===== src/rtl/vga_tile_render.sv =====
// Pixel-side tile renderer: maps sync coordinates to tile-buffer addresses and
// decodes the returned tile word into one RGB444 pixel per clock.
module vga_tile_render #(
  parameter int H_TILES     = 40,
  parameter int V_TILES     = 15,
  parameter int TILE_W_LOG2 = 4,
  parameter int TILE_H_LOG2 = 5,
  parameter int ADDR_W      = 10,
  parameter int DATA_W      = 28,
  parameter bit SYNC_POL    = 1'b0,
  parameter int BLINK_LOG2  = 5
) (
  input  logic              clk_i,
  input  logic              rst_i,
  input  logic [9:0]        hcount_i,
  input  logic [9:0]        vcount_i,
  input  logic              de_i,
  input  logic              hsync_i,
  input  logic              vsync_i,
  output logic [ADDR_W-1:0] vr_addr_o,
  input  logic [DATA_W-1:0] tile_i,
  output logic [11:0]       rgb_o,
  output logic              de_o,
  output logic              hsync_o,
  output logic              vsync_o,
  output logic              oob_o
);

  localparam int TW = 1 << TILE_W_LOG2;
  localparam int TH = 1 << TILE_H_LOG2;
  localparam logic [10:0] H_PIX = 11'(H_TILES * TW);
  localparam logic [10:0] V_PIX = 11'(V_TILES * TH);

  logic [9:0]             tx, ty;
  logic [ADDR_W-1:0]      addr;
  logic                   in_grid, vis;

  logic [TILE_W_LOG2-1:0] px1, px2;
  logic [TILE_H_LOG2-1:0] py1, py2;
  logic                   de1, de2;
  logic                   hs1, hs2, vs1, vs2;

  logic [BLINK_LOG2-1:0]  frame_cnt;
  logic                   vs_prev, vs_edge, blink_ph;

  logic [11:0]            fg, bg, pix;
  logic                   blink, on;
  logic [2:0]             pat;

  always_comb begin
    tx      = hcount_i >> TILE_W_LOG2;
    ty      = vcount_i >> TILE_H_LOG2;
    addr    = ADDR_W'(ty) * ADDR_W'(H_TILES) + ADDR_W'(tx);
    in_grid = ({1'b0, hcount_i} < H_PIX) && ({1'b0, vcount_i} < V_PIX);
    vis     = de_i & in_grid;
    vs_edge = (vsync_i == SYNC_POL) && (vs_prev != SYNC_POL);
    blink_ph = frame_cnt[BLINK_LOG2-1];
  end

  // tile word: fg | bg | blink | pattern
  always_comb begin
    fg    = tile_i[27:16];
    bg    = tile_i[15:4];
    blink = tile_i[3];
    pat   = tile_i[2:0];
    on    = 1'b0;
    unique case (pat)
      3'd0: on = 1'b0;
      3'd1: on = 1'b1;
      3'd2: on = ~px2[TILE_W_LOG2-1];
      3'd3: on = ~py2[TILE_H_LOG2-1];
      3'd4: on = px2[0] ^ py2[0];
      3'd5: on = (px2 == '0) || (px2 == '1) ||
                 (py2 == '0) || (py2 == '1);
      3'd6: on = (px2 == py2[TILE_W_LOG2-1:0]);
      3'd7: on = (py2[TILE_H_LOG2-1:1] == '1);
    endcase
    if (!de2)
      pix = 12'h000;
    else if (blink && blink_ph)
      pix = bg;
    else
      pix = on ? fg : bg;
  end

  always_ff @(posedge clk_i) begin
    if (rst_i) begin
      vr_addr_o <= '0;
      px1       <= '0;
      py1       <= '0;
      de1       <= 1'b0;
      hs1       <= ~SYNC_POL;
      vs1       <= ~SYNC_POL;
      px2       <= '0;
      py2       <= '0;
      de2       <= 1'b0;
      hs2       <= ~SYNC_POL;
      vs2       <= ~SYNC_POL;
      rgb_o     <= 12'h000;
      de_o      <= 1'b0;
      hsync_o   <= ~SYNC_POL;
      vsync_o   <= ~SYNC_POL;
      oob_o     <= 1'b0;
      frame_cnt <= '0;
      vs_prev   <= ~SYNC_POL;
    end else begin
      vr_addr_o <= vis ? addr : '0;
      px1       <= hcount_i[TILE_W_LOG2-1:0];
      py1       <= vcount_i[TILE_H_LOG2-1:0];
      de1       <= vis;
      hs1       <= hsync_i;
      vs1       <= vsync_i;
      // stage 2 waits out the buffer read latency
      px2       <= px1;
      py2       <= py1;
      de2       <= de1;
      hs2       <= hs1;
      vs2       <= vs1;
      rgb_o     <= pix;
      de_o      <= de2;
      hsync_o   <= hs2;
      vsync_o   <= vs2;
      if (de_i && !in_grid)
        oob_o <= 1'b1;
      vs_prev   <= vsync_i;
      if (vs_edge)
        frame_cnt <= frame_cnt + 1'b1;
    end
  end

endmodule

===== config.mk =====
export PLATFORM = sky130hd
export DESIGN_NAME = vga_tile_render
export DESIGN_NICKNAME = d
export VERILOG_FILES = /design/src/rtl/vga_tile_render.sv
export SDC_FILE = /design/constraint.sdc
export NUM_CORES = 1
export LEC_CHECK = 0
export ABC_AREA = 1
export CORE_MARGIN = 8
export CORE_UTILIZATION = 41
export CTS_CLUSTER_DIAMETER = 200
export DETAILED_ROUTE_END_ITERATION = 16
export DONT_BUFFER_PORTS = 1
export GPL_TIMING_DRIVEN = 0
export PLACE_DENSITY_LB_ADDON = 0.1
export SETUP_SLACK_MARGIN = 0.5
export SYNTH_ARGS = -nofsm -noshare
export SYNTH_HDL_FRONTEND = slang
export SYNTH_SLANG_ARGS = --single-unit

===== constraint.sdc =====
create_clock -name clk_i -period 2.5 [get_ports clk_i]
set_input_delay 0.5 -clock clk_i [delete_from_list [all_inputs] [get_ports clk_i]]
set_output_delay 0.5 -clock clk_i [all_outputs]
set_load 0.03 [all_outputs]

---- Word-level counts from Yosys, hierarchy flattened ----
Index checks and enable logic that the tools add are counted.
storage, ports and cells
  bits in registers ....................... 55
  input port bits ......................... 53
  output and inout port bits .............. 26
operators by class
  $add $sub $neg .......................... 2
  multipliers ............................. 1
  magnitude comparators ................... 2
  eq/ne operators ......................... 11
  multiplexer cells ....................... 3
  bitwise logic cells ..................... 7
  reductions and logical operators ........ 13
operators with widths
  operator                                                                count
  12-bit 2-to-1 mux                                                       2
  3-bit equality test (second input constant)                             4
  10-bit by 6-bit adder with 10-bit output                                1
  10-bit < comparator (second input constant)                             1
  10-bit by 9-bit < comparator with 1-bit output (second input constant)  1
  4-bit equality test (second input constant)                             2
  1-bit case mux with 8 select lines                                      1
  5-bit by 3-bit multiplier with 7-bit output (second input constant)     1
  3-bit by 2-bit equality test with 1-bit output (second input constant)  2
  5-bit by 1-bit adder with 5-bit output (second input constant)          1
  5-bit equality test (second input constant)                             1
  5-bit zero test                                                         1
  1-bit inverter                                                          5
  4-bit equality test                                                     1
  1-bit logical AND                                                       4
  4-bit zero test                                                         1
  2-bit OR reduction                                                      2
  3-bit by 1-bit equality test with 1-bit output (second input constant)  1
  3-bit zero test                                                         1
  1-bit logical OR                                                        3
  1-bit bitwise AND                                                       1
  1-bit zero test                                                         1
  1-bit bitwise XOR                                                       1

---- Depth between registers and ports, before layout ----
Gate-level depths: netlist of the first run.
  depth after elaboration ................. 7
  gate-level depth with buffers ........... 12

---- Worst setup path after synthesis of the first run ----
No wires, ideal clock.
  path kind ............................... input port to flip-flop
  start ................................... in vcount_i[6]
  end ..................................... reg vr_addr_o[9]
  data arrival time ....................... 1.945 ns
  required time ........................... 2.380 ns
  path slack .............................. 0.435 ns
  stages .................................. 8
  cell sequence ........................... ha_1 ha_1 fa_1 nand2_1 nor2_1 nand2_1 o21ai_0 a21oi_1
on the way
  word-level cells in the longest chain between the ends .. 5
  elaborated cells between the ends (all ways) .. 7
  those cells by class .................... 1 x add/sub; 1 x mul; 1 x order compare; 2 x bitwise; 2 x reduce/logical
ends and longest elaborated chain
  item                                                                              RTL line  source
  from (decl)                                                                       16        input logic [9:0] vcount_i,
  branches (longest 5 deep; another with 10-bit by 6-bit adder with 10-bit output)  -
  to (signal assigned)                                                              107       vr_addr_o <= vis ? addr : '0;
  to (decl)                                                                         20        output logic [ADDR_W-1:0] vr_addr_o,
Parallel ways; which one is timed is not known.
A chain may end at the register's enable or synchronous reset.

---- Worst setup path after layout of the first run ----
Same ends and word-level chain as after synthesis.

==> results of run 1 <==
[power by group through the flow]
| stage | Combinational [mW] | Sequential, mW | Clock, mW |
|---|---|---|---|
| after CTS | 0.176 | 0.938 | 0.589 |
| final | 0.173 | 0.937 | 0.558 |
| after global routing | 0.204 | 0.942 | 0.628 |
| after global placement | 0.174 | 0.958 | 0 |
| after detailed placement | 0.176 | 0.958 | 0 |
| after floorplan | 0.147 | 0.953 | 0 |
[per-layer routing]
layer  wire [um]  share of wire [%]  vias to the layer above  GRT usage [%]
met3         503                 11                        6           6.75
met2        2140                 48                       47           18.7
li1            -                  -                      949              -
met5           0                  0                        -              0
met4          65                1.4                        0           4.77
met1        1780                 40                      743           11.0
[Yosys cell counts, types with 5 or more instances]
master and count:
a21oi_1 7, clkbuf_1 5, dfxtp_1 55, ha_1 10, inv_1 63, nand2_1 52
nand3_1 18, nor2_1 65, nor3_1 5, o21ai_0 8, or2_2 6
[per-stage QoR]
| step | area (um^2) | power [mW] |
|---|---|---|
| finish | 2520 | 1.67 |
| global route | 2520 | 1.77 |
| CTS | 2520 | 1.70 |
| detailed placement | 2410 | 1.13 |
| global placement | 2410 | 1.13 |
| floorplan | 2320 | 1.10 |
[registers in the layout, indices dropped and copies added (netlist names), 4 cells and up]
name	count
frame_cnt	5
px1	4
px2	4
py1	5
py2	5
rgb_o	12
vr_addr_o	10
[cell type report]
| type | count | area share, % |
|---|---|---|
| clock buffers | 5 | 2.73 |
| well taps | 72 | 3.58 |
| clock inverters | 2 | 1.49 |
| flip-flops and latches | 55 | 43.7 |
| plain buffers | 7 | 1.39 |
| multi-input cells | 188 | 37.7 |
| inverters | 63 | 9.39 |
[cells by family after synthesis]
| group | after synthesis | synth area share (%) |
|---|---|---|
| xor gates and xnor gates | 3 | 1.13 |
| adders and majority gates | 12 | 7.12 |
| DFF | 55 | 47.5 |
| buffers and inverters | 70 | 11.7 |
| AOI/OAI and AO/OA | 20 | 4.69 |
| and+or+nand+nor | 153 | 27.9 |
[worst register-to-register path: cells and delay by family, from the launching register on]
kind	cells	cell delay (ns)
buffers and inverters	1	0.22
flip-flops	1	0.39
AND/OR/NAND/NOR	9	0.74
[path summary, 6_finish.rpt]
| path | start | slack (ns) | cells past startpoint | to |
|---|---|---|---|---|
| setup / recovery | vcount_i[6] | 0.74 | 8 | vr_addr_o[9] |
| hold / removal | rst_i | 0.28 | 1 | de1 |
| setup reg to reg | py2[1] | 1.08 | 10 | rgb_o[8] |
| hold reg to reg | px1[0] | 0.40 | 2 | px2[0] |
==> flow_summary.yaml, run 1 <==
yosys:
  synth_cell_types: 26
  synth_edf_count: 0
  ys_top_cells_by_area: "dfxtp_1 47%, nor2_1 11%, inv_1 10%"
  async_flop_share_pct: 0
  synth_flop_cell: "dfxtp_1"
  synth_fp_nets: 378
  synth_seq_cells: 55
  yosysSeqAreaShare_pct: 47.5
  postSynthCellCount: 313
  avgSynthCellArea_um2: 7.41
  synth.yosys.warnings: 0
  synth.largest_area_cell: "dfxtp_1"
  syn-cell-area_um2: 2320
  yosysTopAreaCellShare_pct: 47.5
global_routing:
  gr-usage-all-layers_pct: 11.2
  grt_max_degree: 17
  antenna_found_initial: 0
  grt_pass1_wl_um: 7570
  grt_pass1_vias: 1669
  gr-total-overflow: 0
route:
  ant_nets: 0
  remaining_drc_errors: 0
  drt_pass1_iterations: 4
  drtIter0Drc: 86
  wl_um: 4490
  vias: 1745
  avgViaCountPerCell: 4.45
  wl_per_cell_um: 11.5
sta:
  fin_crit_sh_pct: 70.3
  grt_setup_unrepaired: "no"
  holdWs_ns: 0.279
  setup_viol: 0
  fin_worst_skew_ns: 0.00696
  min_period_ns: 1.76
  fmax_ghz: 0.569
  worstMarginPinSlew_ns: 0.420
  setup_slack_ns: 0.742
  hold_violations: 0
  totalNegativeSetupSlack_ns: 0
  slew_headroom_pct: 72.0
  final_max_slew_viol_count: 0
layout:
  final_core_util_pct: 46.0
  layout_common_cells: "65 x nor2_1, 63 x inv_1, 55 x dfxtp_1"
  drive_gt1_share_pct: 5.94
  seqCellArea_um2: 1100
  nNetsFinal: 385
  fillCellCount: 583
  n_antenna_cell: 0
  final_cells: 392
  multi_input_area_um2: 950
  syn_to_final_growth_pct: 8.58
  final_common_cell: "nor2_1"
cts:
  cts_setup_buffers: 0
  clk_path_buf_depth: 2
  clk_pin_slew_worst_paths_ns: 0.08
  cts.sinks: 55
  htreeDepth: 2
  clk_latency_ns: 0.30
  cts_tree: "built"
  cts_root_buf: "clkbuf_8"
  holdBufCountCts: 0
  cts_buffers: 5
  post_cts_resized: 0
floorplanning:
  dieWidth_um: 91.2
  start_util_pct: 42.4
  die_area_um2: 8320
  pin_count: 79
  die_h_um: 91.2
  design.core.area_um2: 5470
  rows: 27
placed_design:
  dp_cells: 385
  dp_slack_ns: 0.420
  gp_congestion: 0.766
  dp_hpwl_um: 3680
  port-buffer-count: 0
worst_setup_path:
  cp-end-kind: "flip-flop"
  cp_top_family: "adder cells"
  cp-start-kind: "input pin"
  cpMostUsedCell: "nand2_1"
  required_ns: 2.69
  crit_fanout: 4
  slowest_delay_ns: 0.54
  path_class: "input pin to flip-flop"
  arrival_ns: 1.95
  worst-path-buf-inv: 0
  slowest_stage: "fa_1"
  crit_path_cell_trace: "ha_1, ha_2, fa_1, nand2_1, nor2_1, nand2_1, o21ai_1, a21oi_1"
power:
  p_int_mw: 1.27
  pwr_density_cell_nw_per_um2: 662
  switching_share_pct: 24.0
  clkPwrFrac_pct: 33.5
  p_leak_nw: 1.22
  comb_power_share_pct: 10.3
  ir_drop_v: 0.000238
  switchingPower_uw: 399
  p_seq_share_pct: 56.2
status:
  status: "completed"
flow_run:
  max_cap_viol_count: 0
min_path:
  hold_class: "input pin to flip-flop"
Note: power is estimated with default switching activity, not from simulation.
==> run 2, diff against run 1 <==
==> constraint.sdc (replaced) <==
create_clock -name clk_i -period 1.7 [get_ports clk_i]
set_input_delay 0.34 -clock clk_i [delete_from_list [all_inputs] [get_ports clk_i]]
set_output_delay 0.34 -clock clk_i [all_outputs]
set_load 0.03 [all_outputs]
==> run 2 against run 1 <==
Against the previous run:
- combinational power increased by 110%
- highest routed layer unchanged
- first-iteration DRC count increased by 14%
- clock power rose by 54%
- core utilization rose by 4.9 points
- flip-flop and latch count unchanged
- global-route usage increased by 0.65 points
- register-to-register slack got worse by 0.77 ns
- sequential share of layout area down 3.4 points
- clock skew grew 0.0031 ns
- largest power group unchanged
==> flow_summary.yaml, run 2 (synthesized netlist as in run 1, its figures left out) <==
layout:
  layout_common_cells: "57 x inv_1, 56 x nor2_1, 41 x nand2_1"
  final_cells: 400
  final_core_util_pct: 50.9
  multi_input_area_um2: 1120
  nNetsFinal: 392
  drive_gt1_share_pct: 25.3
  syn_to_final_growth_pct: 20.1
  fillCellCount: 537
  n_antenna_cell: 0
  fin_area_um2: 2790
  reg_top3: "rgb_o (12), vr_addr_o (10)"
  largest_reg_flops: 12
  seqCellArea_um2: 1120
  final_common_cell: "inv_1"
  top_register: "rgb_o"
power:
  total_power_mw: 2.60
  switching_share_pct: 25.5
  clkPwrFrac_pct: 33.1
  p_int_mw: 1.94
  ir_drop_v: 0.000472
  p_leak_nw: 1.29
  pwr_density_cell_nw_per_um2: 933
  p_seq_share_pct: 53.2
  switchingPower_uw: 662
  comb_power_share_pct: 13.7
min_path:
  hold_path_depth: 1
  hold_class: "input pin to flip-flop"
  min_from: "rst_i"
  hold_path_end: "de1"
worst_setup_path:
  worstReg2RegStart: "px2[3]"
  r2r_setup_slack_ns: 0.31
  r2r_end: "rgb_o[2]"
  path_class: "input pin to flip-flop"
  arrival_ns: 1.70
  cp-start-kind: "input pin"
  reg2reg_depth: 10
  required_ns: 1.90
  cp-end-kind: "flip-flop"
  crit_fanout: 4
cts:
  cts_tree: "built"
  holdBufCountCts: 0
  clk_pin_slew_worst_paths_ns: 0.09
  htreeDepth: 2
  cts.sinks: 55
  cts_root_buf: "clkbuf_8"
  clk_latency_ns: 0.31
  cts_buffers: 5
  clk_path_buf_depth: 2
placed_design:
  dp_hpwl_um: 3830
  dp_slack_ns: -0.181
  port-buffer-count: 0
  placed_cell_area_um2: 2480
  gp_congestion: 0.778
  dp_cells: 385
sta:
  hold_violations: 0
  worstMarginPinSlew_ns: 0.432
  fmax_ghz: 0.669
  fin_worst_skew_ns: 0.0101
  min_period_ns: 1.50
  slew_headroom_pct: 71.2
  final_max_slew_viol_count: 0
  setup_slack_ns: 0.205
  fin_crit_sh_pct: 88.0
  setup_viol: 0
  grt_setup_unrepaired: "yes"
route:
  ant_nets: 0
  wl_per_cell_um: 12.7
  vias: 1830
  avgViaCountPerCell: 4.58
  remaining_drc_errors: 0
  wl_um: 5070
  drt_pass1_iterations: 4
  drtIter0Drc: 98
global_routing:
  grt_pass1_wl_um: 7950
  gr-usage-all-layers_pct: 11.9
  grt_max_degree: 18
  gr-total-overflow: 0
  grt_pass1_vias: 1775
  antenna_found_initial: 0
floorplanning:
  dieWidth_um: 91.2
  die_h_um: 91.2
  start_util_pct: 42.4
  rows: 27
  pin_count: 79
  die_area_um2: 8320
  design.core.area_um2: 5470
status:
  status: "completed"
flow_run:
  max_cap_viol_count: 0
-- run 2: cell type report --
cell class	instances	share of cell area, %
Sequential cell	55	40.3
Multi-Input combinational cell	188	40.3
Inverter	63	8.49
Tap cell	72	3.23
Clock buffer	5	2.47
Timing Repair Buffer	7	2.02
Clock inverter	3	1.57
Buffer	7	1.53
-- run 2: worst max-delay path by stage --
stage	startpoint	endpoint	slack, ns	depth (start not counted)
CTS	vcount_i[6]	vr_addr_o[9]	0.23	8
detailed placement	vcount_i[6]	vr_addr_o[9]	-0.18	8
global placement	vcount_i[6]	vr_addr_o[9]	-0.15	8
global route	px2[0]	rgb_o[10]	0.18	11
finish	vcount_i[6]	vr_addr_o[9]	0.20	8
floorplan	vcount_i[6]	vr_addr_o[9]	-0.06	8
-- run 2: stage by stage --
step                setup TNS, ns  hold slack [ns]
finish                          0            0.107
global placement           -0.272            0.384
floorplan                 -0.0551            0.381
global route                    0           0.0862
detailed placement         -0.319            0.388
CTS                             0           0.0980
-- run 2: worst max-delay path: stages --
cell	delay, ns
ha_4	0.22
ha_4	0.16
fa_1	0.53
nand2_2	0.08
nor2_2	0.11
nand2_1	0.09
o21ai_1	0.12
a21oi_1	0.05
-- run 2: timing repair --
item,4_1_cts,5_1_grt
gates cloned,1,1
gates resized for setup,18,34
buffers inserted,3,2
endpoints found under the setup margin,17,24
pin swaps,15,22
-- run 2: layer usage --
layer  track usage [%]  vias to the layer above  wire (um)
li1                  -                      971          -
met1              11.0                      818       1950
met2              21.5                       36       2640
met3              6.09                        5        408
met4              4.91                        0         65
met5                 0                        -          0
-- run 2: power by group through the flow --
stage / combinational, mW / clock, mW / sequential [mW]
after floorplan: 0.234 / 0 / 1.40
after global placement: 0.277 / 0 / 1.41
after detailed placement: 0.283 / 0 / 1.41
after CTS: 0.323 / 0.885 / 1.38
after global routing: 0.402 / 0.946 / 1.39
final: 0.357 / 0.860 / 1.38
==> patch 1 (config.mk and constraints of run 1) <==
Change the parameter `V_TILES` from 15 to 7.
--- a/src/rtl/vga_tile_render.sv
+++ b/src/rtl/vga_tile_render.sv
@@ -4,3 +4,3 @@
   parameter int H_TILES     = 40,
-  parameter int V_TILES     = 15,
+  parameter int V_TILES     = 7,
   parameter int TILE_W_LOG2 = 4,
Behaviour: not the same (a bounded check fails within 4 cycles, from zero or initial values and one cycle with rst_i high).
==> patch 1 against run 1 <==
Register-to-register slack better by 30 ps; worst setup slack improved by 11 ps; synthesized area is 0.76% higher; sequential share of layout area decreased by 0.51 points; wire length rose by 4.7%; cell count up 0.77%; sequential cell count unchanged; final area increased by 1.2%; total power fell by 4.3%.
==> patch 1: results <==
set metrics [dict create \
    track_usage_pct 11.8 \
    status "completed" \
    clock_skew_ps 11.8 \
    dpl_cell_area_um2 2460 \
    synth_adder_area_share_pct 7.07 \
    r2r-start "px2[3]" \
    use_met2_pct 19.9 \
    grt_util_met3_pct 4.69 \
    synthTopCellsByCount "nor2_1 (69), inv_1 (64), dfxtp_1 (55), nand2_1 (48), nand3_1 (17)" \
    grt_pass1_vias 1789 \
    fin_cells 395 \
    final_layout_size_suffix_gt1_share_pct 8.36 \
    wirelength_mm 4.71 \
    synth_xor_area_share_pct 1.12 \
    power.leakage_nw 1.21 \
    grt_max_degree 19 \
    async_flop_share_pct 0 \
    yosys-top-cells-area "dfxtp_1 (47%), nor2_1 (11%), inv_1 (10%)" \
    globalplace.congestion 0.748 \
    tightestPinTransition_ps 398 \
    critPathLaunch "vcount_i[8]" \
    rr_endpoint "rgb_o[9]" \
    synth_compound_area_share_pct 4.55 \
    syn_nets 380 \
    vias_per_cell 4.47 \
    numCtsBuffers 5 \
    fillers 571 \
    chipWidth_um 91.5 \
    cts_resized 0 \
    drt_iter0_drc 48 \
    met1_usage_pct 12.8 \
    regToRegSetupSlack_ps 1110 \
    grt_pass1_wl_mm 8.00 \
    ys_types 28 \
]
## patch 1: cell types whose count changed in the layout (fill, tap and decap cells not counted), moves of 2 or more
cell,before,now
nand2_1,52,48
nand2_2,0,3
nor2_1,65,69
ha_4,0,2
inv_2,0,2
nand4_1,2,0
## patch 1: cells by family after synthesis
| family | Yosys count |
|---|---|
| AOI/OAI and AO/OA | 20 |
| xor gates and xnor gates | 3 |
| adders and majority gates | 12 |
| buffers and inverters | 70 |
| DFF | 55 |
| and+or+nand+nor | 155 |
## patch 1: area by class of cell
type	instances	share of cell area, %
plain buffers	4	0.589
well taps	72	3.53
inverters	66	9.72
multi-input cells	190	39.3
flip-flops and latches	55	43.2
clock buffers	5	2.70
clock inverters	3	0.933
## patch 1: power breakdown
| group | switching [W] | total, W | internal, W |
|---|---|---|---|
| logic | 0.000105 | 0.000177 | 0.0000717 |
| registers | 0.0000251 | 0.000927 | 0.000901 |
| clock network | 0.000291 | 0.000491 | 0.000201 |
| total | 0.000421 | 0.00160 | 0.00117 |
## patch 1: routing by layer
layer  wire length, µm  vias up  share of wire, %
li1                  -      952                 -
met1              1960      766                42
met2              2300       42                49
met3               397        5               8.4
met4                52        0               1.1
met5                 0        -                 0
## patch 1: worst min path at each step
stage / start / to / slack, ps / cells past startpoint
detailed placement: hs2 / hsync_o / 390 / 1
CTS: rst_i / de1 / 260 / 1
finish: rst_i / de1 / 270 / 1
floorplan: de1 / de2 / 390 / 2
global route: rst_i / de1 / 260 / 1
global placement: vs2 / vsync_o / 390 / 1
## patch 1: metrics by stage
step	util (%)	worst slack [ps]	power [W]
3_5_place_dp	44.6	432	0.00113
2_1_floorplan	-	540	0.00109
4_1_cts	46.3	756	0.00162
5_1_grt	46.3	671	0.00169
3_3_place_gp	44.6	451	0.00112
6_report	46.3	754	0.00160
## patch 1: critical path: stages
cell and delay (ps):
ha_4 250, ha_4 120, inv_2 40, fa_1 480, nor2_1 140, nand2_1 90, a21oi_2 150, a21oi_1 80
o21a_1 110
==> patch 2 (settings of run 1) <==
Made on the original files. Reset style: asynchronous (`rst_i`), changed in one clocked block.
--- a/src/rtl/vga_tile_render.sv
+++ b/src/rtl/vga_tile_render.sv
@@ -85,3 +85,3 @@
 
-  always_ff @(posedge clk_i) begin
+  always_ff @(posedge clk_i or posedge rst_i) begin
     if (rst_i) begin
Function: differs if rst_i is asserted again (counterexample within 4 cycles, from zero or initial values and one cycle with rst_i high); with rst_i held inactive, the same outputs for 10 cycles.
==> patch 2 against run 1 <==
Sequential cell count did not move; clock skew rose by 11 ps; synthesized cell count fell by 19%; synthesized area rose by 3.3%; largest cell class unchanged; total power rose by 9.0%; first-iteration DRC count fell by 72%; critical path depth rose by 1; highest routed layer unchanged; wire length rose by 5.2%; combinational power rose by 58%; worst setup slack got worse by 7.4 ps; global-route usage rose by 0.34 points; final area rose by 3.4%; register-to-register slack got worse by 30 ps.
==> patch 2: results <==
set metrics [dict create \
    status "completed" \
    drt_iter0_drc 24 \
    syn_nets 319 \
    p_total_w 0.00182 \
    p_seq_share_pct 58.5 \
    reg_top3 "rgb_o (12), vr_addr_o (10)" \
    power.leakage_nw 1.37 \
    track_usage_pct 11.6 \
    grt_pass1_wl_mm 7.86 \
    num-nets-final 327 \
    powerComb_w 0.000273 \
    ff2ff_path_depth 11 \
    regToRegSetupSlack_ps 1050 \
    wirelength_mm 4.73 \
    grt_pass1_vias 1674 \
    relSlewSlack_pct 73.0 \
    synth_warnings 0 \
    yosys-top-cells-area "dfrtp_1 (51%), inv_1 (6.7%), nand2_1 (6.7%)" \
    dpl_cell_area_um2 2520 \
    ys_seq_area_share_pct 57.7 \
    clk_pin_slew_ps 100 \
    rr_endpoint "rgb_o[8]" \
    clock_skew_ps 18.3 \
    place_hpwl_mm 3.75 \
    globalplace.congestion 0.804 \
    r2r-start "px2[3]" \
    timing.hold.ws_ps 39.9 \
    synthTopCellsByCount "dfrtp_1 (49), inv_1 (43), nand2_1 (43), nor2_1 (40), nand3_1 (20)" \
    async_flop_share_pct 100 \
    synth_flop_cell "dfrtp_1" \
    avgSynthCellArea_um2 9.44 \
    place_ws_ps 421 \
    peakVddDrop_v 0.000382 \
    final_layout_size_suffix_gt1_share_pct 10.6 \
    grt_max_degree 42 \
    vias_per_cell 4.57 \
    cts_hold_buf 0 \
]
-- patch 2: cell count changes after synthesis, moves of 5 or more --
cell,change
o21ai_0,-5
nand2_1,-9
dfxtp_1,-55
nor2_1,-25
dfstp_2,+6
or2_2,-6
dfrtp_1,+49
inv_1,-20
-- patch 2: layer usage --
metal / wire length [µm] / up-vias / GRT usage, %
met5: 0 / - / 0
met4: 27 / 0 / 3.62
met3: 493 / 2 / 5.34
met2: 2340 / 51 / 19.0
met1: 1870 / 701 / 13.1
li1: - / 789 / -
-- patch 2: cell families (layout without fill, tap and decap cells) --
logic type                 Yosys count  after routing  share of synthesized area, %
adders and majority gates           12             12                          6.89
and+or+nand+nor                    120            120                          21.8
xor gates and xnor gates             6              6                          2.19
buffers and inverters               48             57                          8.19
muxes                                1              1                         0.470
DFF                                 55             55                          57.7
AOI/OAI and AO/OA                   12             12                          2.71
-- patch 2: worst max path at each step --
stage,slack [ps],depth (start not counted),endpoint
2_1_floorplan,510,9,vr_addr_o[9]
3_3_place_gp,50,1,py2[1]
3_5_place_dp,420,9,vr_addr_o[9]
4_1_cts,730,9,vr_addr_o[9]
5_1_grt,640,9,vr_addr_o[9]
6_report,740,9,vr_addr_o[9]
-- patch 2: critical path, stage by stage --
cell and delay (ps):
ha_1 280, ha_2 200, inv_1 70, fa_1 430
inv_1 110, and2_4 140, nand2_1 60, o21ai_1 110
a21oi_1 50
-- patch 2: final cells by class --
class	instances	area [µm²]
fill	552	3180
sequential	55	1380
multi-input combinational	151	822
inverter	44	165
tap	75	93.8
clock buffer	6	72.6
buffer	4	31.3
timing repair buffer	1	20.0
clock inverter	2	16.3
